==> src/rtl/alu_seq_pkg.sv <==
// alu_seq_pkg: shared widths, flag bit positions and FSM state encoding for alu_seq.
// Revision 1.0
`default_nettype none

package alu_seq_pkg;

  localparam int DATA_W = 4;
  localparam int OP_W   = 3;
  localparam int FLAG_W = 3;

  // Bit positions inside the packed {z, c, s} flag vector
  localparam int FLAG_Z = 2;
  localparam int FLAG_C = 1;
  localparam int FLAG_S = 0;

  typedef enum logic {
    IDLE = 1'b0,
    EXEC = 1'b1
  } state_t;

  function automatic logic [FLAG_W-1:0] pack_flags(input logic z, input logic c, input logic s);
    return {z, c, s};
  endfunction

endpackage

`default_nettype wire

==> src/rtl/alu_seq_flag_reg.sv <==
// flag_reg: 3-bit {z, c, s} flag register with asynchronous reset and load enable.
// Revision 1.0
`default_nettype none

module flag_reg
  import alu_seq_pkg::*;
(
  input  logic              clk,
  input  logic              reset,
  input  logic              load_en,
  input  logic [FLAG_W-1:0] d,
  output logic [FLAG_W-1:0] q
);

  always_ff @(posedge clk or posedge reset) begin
    if (reset) begin
      q <= '0;
    end else if (load_en) begin
      q <= d;
    end
  end

endmodule

`default_nettype wire

==> src/rtl/alu_seq.sv <==
// alu_seq: two-state sequencer driving an external 4-bit ALU into an accumulator with flags.
// Optional macro ALU_SEQ_CARRY_CHAIN_EN: stored carry may replace carry-in when chain is set.
`default_nettype none

module alu_seq
  import alu_seq_pkg::*;
(
  input  logic              clk,
  input  logic              reset,
  input  logic              cmd_valid,
  output logic              cmd_ready,
  input  logic              cmd_load,
  input  logic [OP_W-1:0]   cmd_op,
  input  logic [DATA_W-1:0] cmd_data,
  input  logic              cmd_cin,
  input  logic              cmd_chain,
  output logic [DATA_W-1:0] alu_a,
  output logic [DATA_W-1:0] alu_b,
  output logic [OP_W-1:0]   alu_op,
  output logic              alu_cin,
  input  logic [DATA_W-1:0] alu_r,
  input  logic              alu_zero,
  input  logic              alu_carry,
  input  logic              alu_sign,
  output logic [DATA_W-1:0] acc,
  output logic              flag_z,
  output logic              flag_c,
  output logic              flag_s,
  output logic              res_valid
);

  state_t state;
  state_t next_state;

  logic              accept;
  logic              exec;
  logic              load_q;
  logic [OP_W-1:0]   op_q;
  logic [DATA_W-1:0] data_q;
  logic              cin_q;
  logic              chain_q;
  logic [FLAG_W-1:0] flags_d;
  logic [FLAG_W-1:0] flags_q;

  always_ff @(posedge clk or posedge reset) begin
    if (reset) begin
      state <= IDLE;
    end else begin
      state <= next_state;
    end
  end

  always_comb begin
    next_state = state;
    cmd_ready  = 1'b0;
    case (state)
      IDLE: begin
        cmd_ready = 1'b1;
        if (cmd_valid) begin
          next_state = EXEC;
        end
      end
      EXEC: begin
        next_state = IDLE;
      end
      default: begin
        next_state = IDLE;
      end
    endcase
  end

  assign accept = cmd_valid & cmd_ready;
  assign exec   = (state == EXEC);

  // Command fields are captured once and held, so the ALU sees only registered values
  always_ff @(posedge clk or posedge reset) begin
    if (reset) begin
      load_q  <= 1'b0;
      op_q    <= '0;
      data_q  <= '0;
      cin_q   <= 1'b0;
      chain_q <= 1'b0;
    end else if (accept) begin
      load_q  <= cmd_load;
      op_q    <= cmd_op;
      data_q  <= cmd_data;
      cin_q   <= cmd_cin;
      chain_q <= cmd_chain;
    end
  end

  always_ff @(posedge clk or posedge reset) begin
    if (reset) begin
      acc <= '0;
    end else if (exec) begin
      acc <= load_q ? data_q : alu_r;
    end
  end

  always_ff @(posedge clk or posedge reset) begin
    if (reset) begin
      res_valid <= 1'b0;
    end else begin
      res_valid <= exec;
    end
  end

  always_comb begin
    flags_d = pack_flags(alu_zero, alu_carry, alu_sign);
    if (load_q) begin
      flags_d = pack_flags(data_q == '0, 1'b0, data_q[DATA_W-1]);
    end
  end

  flag_reg u_flag_reg (
    .clk     (clk),
    .reset   (reset),
    .load_en (exec),
    .d       (flags_d),
    .q       (flags_q)
  );

  assign flag_z = flags_q[FLAG_Z];
  assign flag_c = flags_q[FLAG_C];
  assign flag_s = flags_q[FLAG_S];

  assign alu_a  = acc;
  assign alu_b  = data_q;
  assign alu_op = op_q;

`ifdef ALU_SEQ_CARRY_CHAIN_EN
  assign alu_cin = chain_q ? flags_q[FLAG_C] : cin_q;
`else
  logic unused_chain;
  assign unused_chain = chain_q;
  assign alu_cin      = cin_q;
`endif

endmodule

`default_nettype wire
==> config.mk <==
export PLATFORM = sky130hd
export DESIGN_NAME = alu_seq
export DESIGN_NICKNAME = d
export VERILOG_FILES = /design/src/rtl/alu_seq_pkg.sv /design/src/rtl/alu_seq_flag_reg.sv /design/src/rtl/alu_seq.sv
export SDC_FILE = /design/constraint.sdc
export NUM_CORES = 1
export LEC_CHECK = 0
export CAP_MARGIN = 20
export CORE_MARGIN = 2
export CORE_UTILIZATION = 40
export CTS_CLUSTER_SIZE = 20
export DETAILED_ROUTE_END_ITERATION = 16
export GPL_ROUTABILITY_DRIVEN = 0
export PLACE_DENSITY = 0.91
export SYNTH_ARGS = -nofsm -noshare
export SYNTH_HDL_FRONTEND = slang
export SYNTH_SLANG_ARGS = --single-unit
==> constraint.sdc <==
create_clock -name clk -period 3.15 [get_ports clk]
set_input_delay 0.7875 -clock clk [delete_from_list [all_inputs] [get_ports clk]]
set_output_delay 0.7875 -clock clk [all_outputs]
set_load 0.01 [all_outputs]
-- Word-level counts from Yosys, hierarchy flattened
Index checks and enable logic that the tools add are counted.
- multiplexer cells: 5
- bitwise gates (word level): 2
- reductions and logical operators: 1
- operators by type and width (operator ; count):
    zero test 4 bit ; 1
    two-way mux 4 bit ; 1
    two-way mux 3 bit ; 1
    two-way mux 1 bit ; 2
    case mux 1 bit (2 select lines) ; 1
    AND 1 bit ; 1
    inverter 1 bit ; 1
- register bits after elaboration: 18
- input bits: 20
- output and inout bits: 21
- word-level logic and storage cells: 16

-- Logic depth before layout (Yosys ltp)
- depth after elaboration: 2
- depth in mapped cells: 4

-- Modules after synthesis
From an unflattened synthesis, not the netlist that was laid out.
- cell total of the unflattened synthesis: 57
- area, all modules: 820.8 um2
- by module, submodules not included (module ; times used ; cells each ; area each (um2)):
    alu_seq ; 1 ; 50 ; 708.2
    flag_reg ; 1 ; 7 ; 112.6

-- Worst setup path after synthesis
OpenSTA, ideal clock, no wires.
- kind: input port to flip-flop
- start point: input cmd_valid
- end point: register data_q[0], in the netlist alu_b[0]
- arrival time: 1.420 ns
- path slack: 1.605 ns
- stages on the path: 3
- buffers on the path: 1
- path through: nor2b_1 -> buf_2 -> mux2_2
- longest elaborated chain between the ends: 1
- RTL lines (item ; RTL line ; RTL):
    start: declaration ; alu_seq.sv:10 ; input logic cmd_valid,
    AND 1 bit ; alu_seq.sv:72 ; assign accept = cmd_valid & cmd_ready;
    named net accept ; alu_seq.sv:35 ; logic accept;
    end signal: assignment ; alu_seq.sv:86 ; data_q <= cmd_data;
    end: declaration ; alu_seq.sv:39 ; logic [DATA_W-1:0] data_q;
The timed path passes the listed nets, and every way through them passes these cells.
A chain may end at the register's enable or synchronous reset.

-- Worst setup path after layout
- start point: register state, in the netlist exec
- end point: output cmd_ready
- longest elaborated chain between the ends: 1
- RTL lines (item ; RTL line ; RTL):
    start: declaration ; alu_seq.sv:32 ; state_t state;
    start signal: assignment ; alu_seq.sv:49 ; state <= next_state;
    two-way mux 1 bit ; alu_seq.sv:56 ; case (state)
    end: declaration ; alu_seq.sv:11 ; output logic cmd_ready,
No other way between the ends.

==> metrics.yaml <==
clock_network:
  htree_levels: 1
  cts.reportedPaths.clkPinSlew_ps: 100
  cts_resized: 0
  cts_tree: "done"
  holdBufCountCts: 0
  cts_buffer_depth: 2
  clk_latency_ps: 280
  numCtsBuffers: 3
  post_cts_buffers: 0
  cts_sinks: 18
  clockRootBuffer: "clkbuf_4"
floorplan:
  die_area_sq_um: 2240
  fp.dieW_um: 47.3
  pin_count: 41
  std_cell_rows: 15
  die_y_um: 47.3
  start_util: 0.429
  core_sq_um: 1750
sta:
  fin_skew_ps: 1.84
  final-setup-viol-count: 0
  grt_setup_unrepaired: "no"
  slew_headroom: 0.547
  layout_setup_ws_ps: 820
  hold_viol_final: 0
  final_max_slew_viol_count: 0
  finalCriticalPeriod_ps: 2330
  period_share: 0.740
  worstMarginPinSlew_ps: 678
  setup_tns_ps: 0
  fmax_mhz: 429
setup_path:
  cp_slowest_stage_delay_ps: 550
  start_kind: "flop"
  critical_path_class: "reg -> out"
  end_kind: "output port"
  crit_arrival_ps: 1540
  crit_fanout: 14
  path_buf_inv: 2
  crit_chain: "inv_2, clkdlybuf4s50_1"
  critPathTopFamily: "buffers and inverters"
  critPathRequiredTime_ps: 2360
  cp_slowest_cell: "clkdlybuf4s50_1"
final_layout:
  areaGrowthSynthToFinish_pct: 55.9
  num_antenna_cells: 0
  final_nets: 116
  final_core_util: 0.670
  layout-drive-gt1-share: 0.158
placed_design:
  hpwl_um: 1170
  preCtsSetupSlack_ps: 1120
  port_buffers: 39
grt:
  grt_pass1_wl_um: 2490
  grt_overflow: 0
  grt_use_total: 0.160
  grt_pass1_vias: 562
  antenna_found_initial: 0
  grt_max_degree: 19
power_and_ir_drop:
  cellPowerDensity_nw_per_um2: 539
  p_leak_nw: 0.500
  peakVddDrop_uv: 284
synthesis:
  synth_edf_count: 0
  synth_top_area_frac: 0.601
  async_reset_ff_frac: 1.00
  synth_fp_nets: 78
  synth_cell_types: 15
  ys_seq_area_frac: 0.601
  yosysMostFrequentCell: "dfrtp_1"
  synth-main-ff-cell: "dfrtp_1"
  ys_warn_count: 0
  syn_area_sq_um: 749
  synth_top_area_cell: "dfrtp_1"
  syn_area_per_cell_sq_um: 12.9
  netlist_top_cells_count: "18 x dfrtp_1, 9 x mux2_2, 6 x a21oi_1, 6 x nor2_1"
  synthCells: 58
  synth_seq_cells: 18
  synth_area_leaders: "dfrtp_1 60%, mux2_2 14%, mux2i_1 6.7%, buf_4 5.0%, a21oi_1 4.0%"
detailed_routing:
  antenna_left: 0
  via_per_inst: 4.73
  vias: 567
  drc_errors: 0
  drt-total-wl_um: 1550
  first_pass_iters: 1
  drt_iter0_markers: 0
  wire_per_inst_um: 12.9
run_status:
  status: "finished, final reports clean"
min_path:
  hp-class: "reg -> reg"
run:
  drv_cap: 0
[worst reg2reg max path, stage by stage, from the launching register on]
cell and delay, ps:
dfrtp_1 610, inv_2 130, or4b_1 480, o31ai_1 200
[sequential cells by signal, indices dropped and copies added (netlist names)]
| signal | flops |
|---|---|
| acc | 4 |
| u_flag_reg.q | 3 |
| alu_b | 4 |
| alu_cin | 1 |
| alu_op | 3 |
| exec | 1 |
| load_q | 1 |
| res_valid | 1 |
[layout by cell type (no fill, tap or decap)]
master	instances
a22o_1	1
clkbuf_4	3
buf_4	1
or4b_1	1
mux2i_1	5
and3b_1	1
clkbuf_8	1
inv_2	1
mux2_2	9
o31ai_1	1
dfrtp_1	18
inv_1	1
nor2b_1	1
clkdlybuf4s50_1	39
a21oi_1	6
nor2_1	6
[report_power, final]
group | leakage, nW | internal (W) | switching, W
clock | 0.0210 | 0.0000703 | 0.0000690
combinational | 0.267 | 0.000126 | 0.0000650
sequential | 0.211 | 0.000267 | 0.0000332
[layout make-up]
type | instances | area [sq um]
Inverter | 2 | 7.51
Timing Repair Buffer | 40 | 398
Fill cell | 137 | 577
Sequential cell | 18 | 450
Multi-Input combinational cell | 31 | 245
Clock buffer | 4 | 36.3
Tap cell | 25 | 31.3
[final timing paths]
kind / startpoint / end / slack (ps) / depth (start not counted)
max reg2reg: exec$_DFF_PP0_ / u_flag_reg.q[2]$_DFFE_PP0P_ / 1670 / 3
max in group asynchronous: reset / u_flag_reg.q[1]$_DFFE_PP0P_ / 1830 / 2
min: u_flag_reg.q[2]$_DFFE_PP0P_ / u_flag_reg.q[2]$_DFFE_PP0P_ / 510 / 2
min in group asynchronous: reset / alu_op[1]$_DFFE_PP0P_ / 890 / 2
min reg2reg: u_flag_reg.q[2]$_DFFE_PP0P_ / u_flag_reg.q[2]$_DFFE_PP0P_ / 510 / 2
max: exec$_DFF_PP0_ / cmd_ready / 820 / 2
[logic make-up after synthesis]
family,count (synthesis),synth area share
buffers and inverters,9,0.0718
AO/OA/AOI/OAI,8,0.0618
multiplexers,14,0.202
AND/OR/NAND/NOR,9,0.0634
flip-flops,18,0.601
[through the flow]
stage	total power [W]	cells	hold WS (ps)	instance area, sq um
2_1_floorplan	0.000389	58	423	749
6_report	0.000630	120	512	1170
4_1_cts	0.000638	120	512	1170
3_5_place_dp	0.000497	116	489	1130
3_3_place_gp	0.000492	116	480	1130
5_1_grt	0.000664	120	545	1170
[metal layers]
| metal | global-route usage | vias to the layer above | share of wire | wire, um |
|---|---|---|---|---|
| met3 | 0.0423 | 2 | 0.072 | 111 |
| met2 | 0.241 | 25 | 0.48 | 740 |
| met5 | 0 | - | 0 | 0 |
| met1 | 0.218 | 267 | 0.44 | 686 |
| met4 | 0.0667 | 0 | 0.0058 | 9 |
| li1 | - | 273 | - | - |
Power figures use the tool's default switching activity.
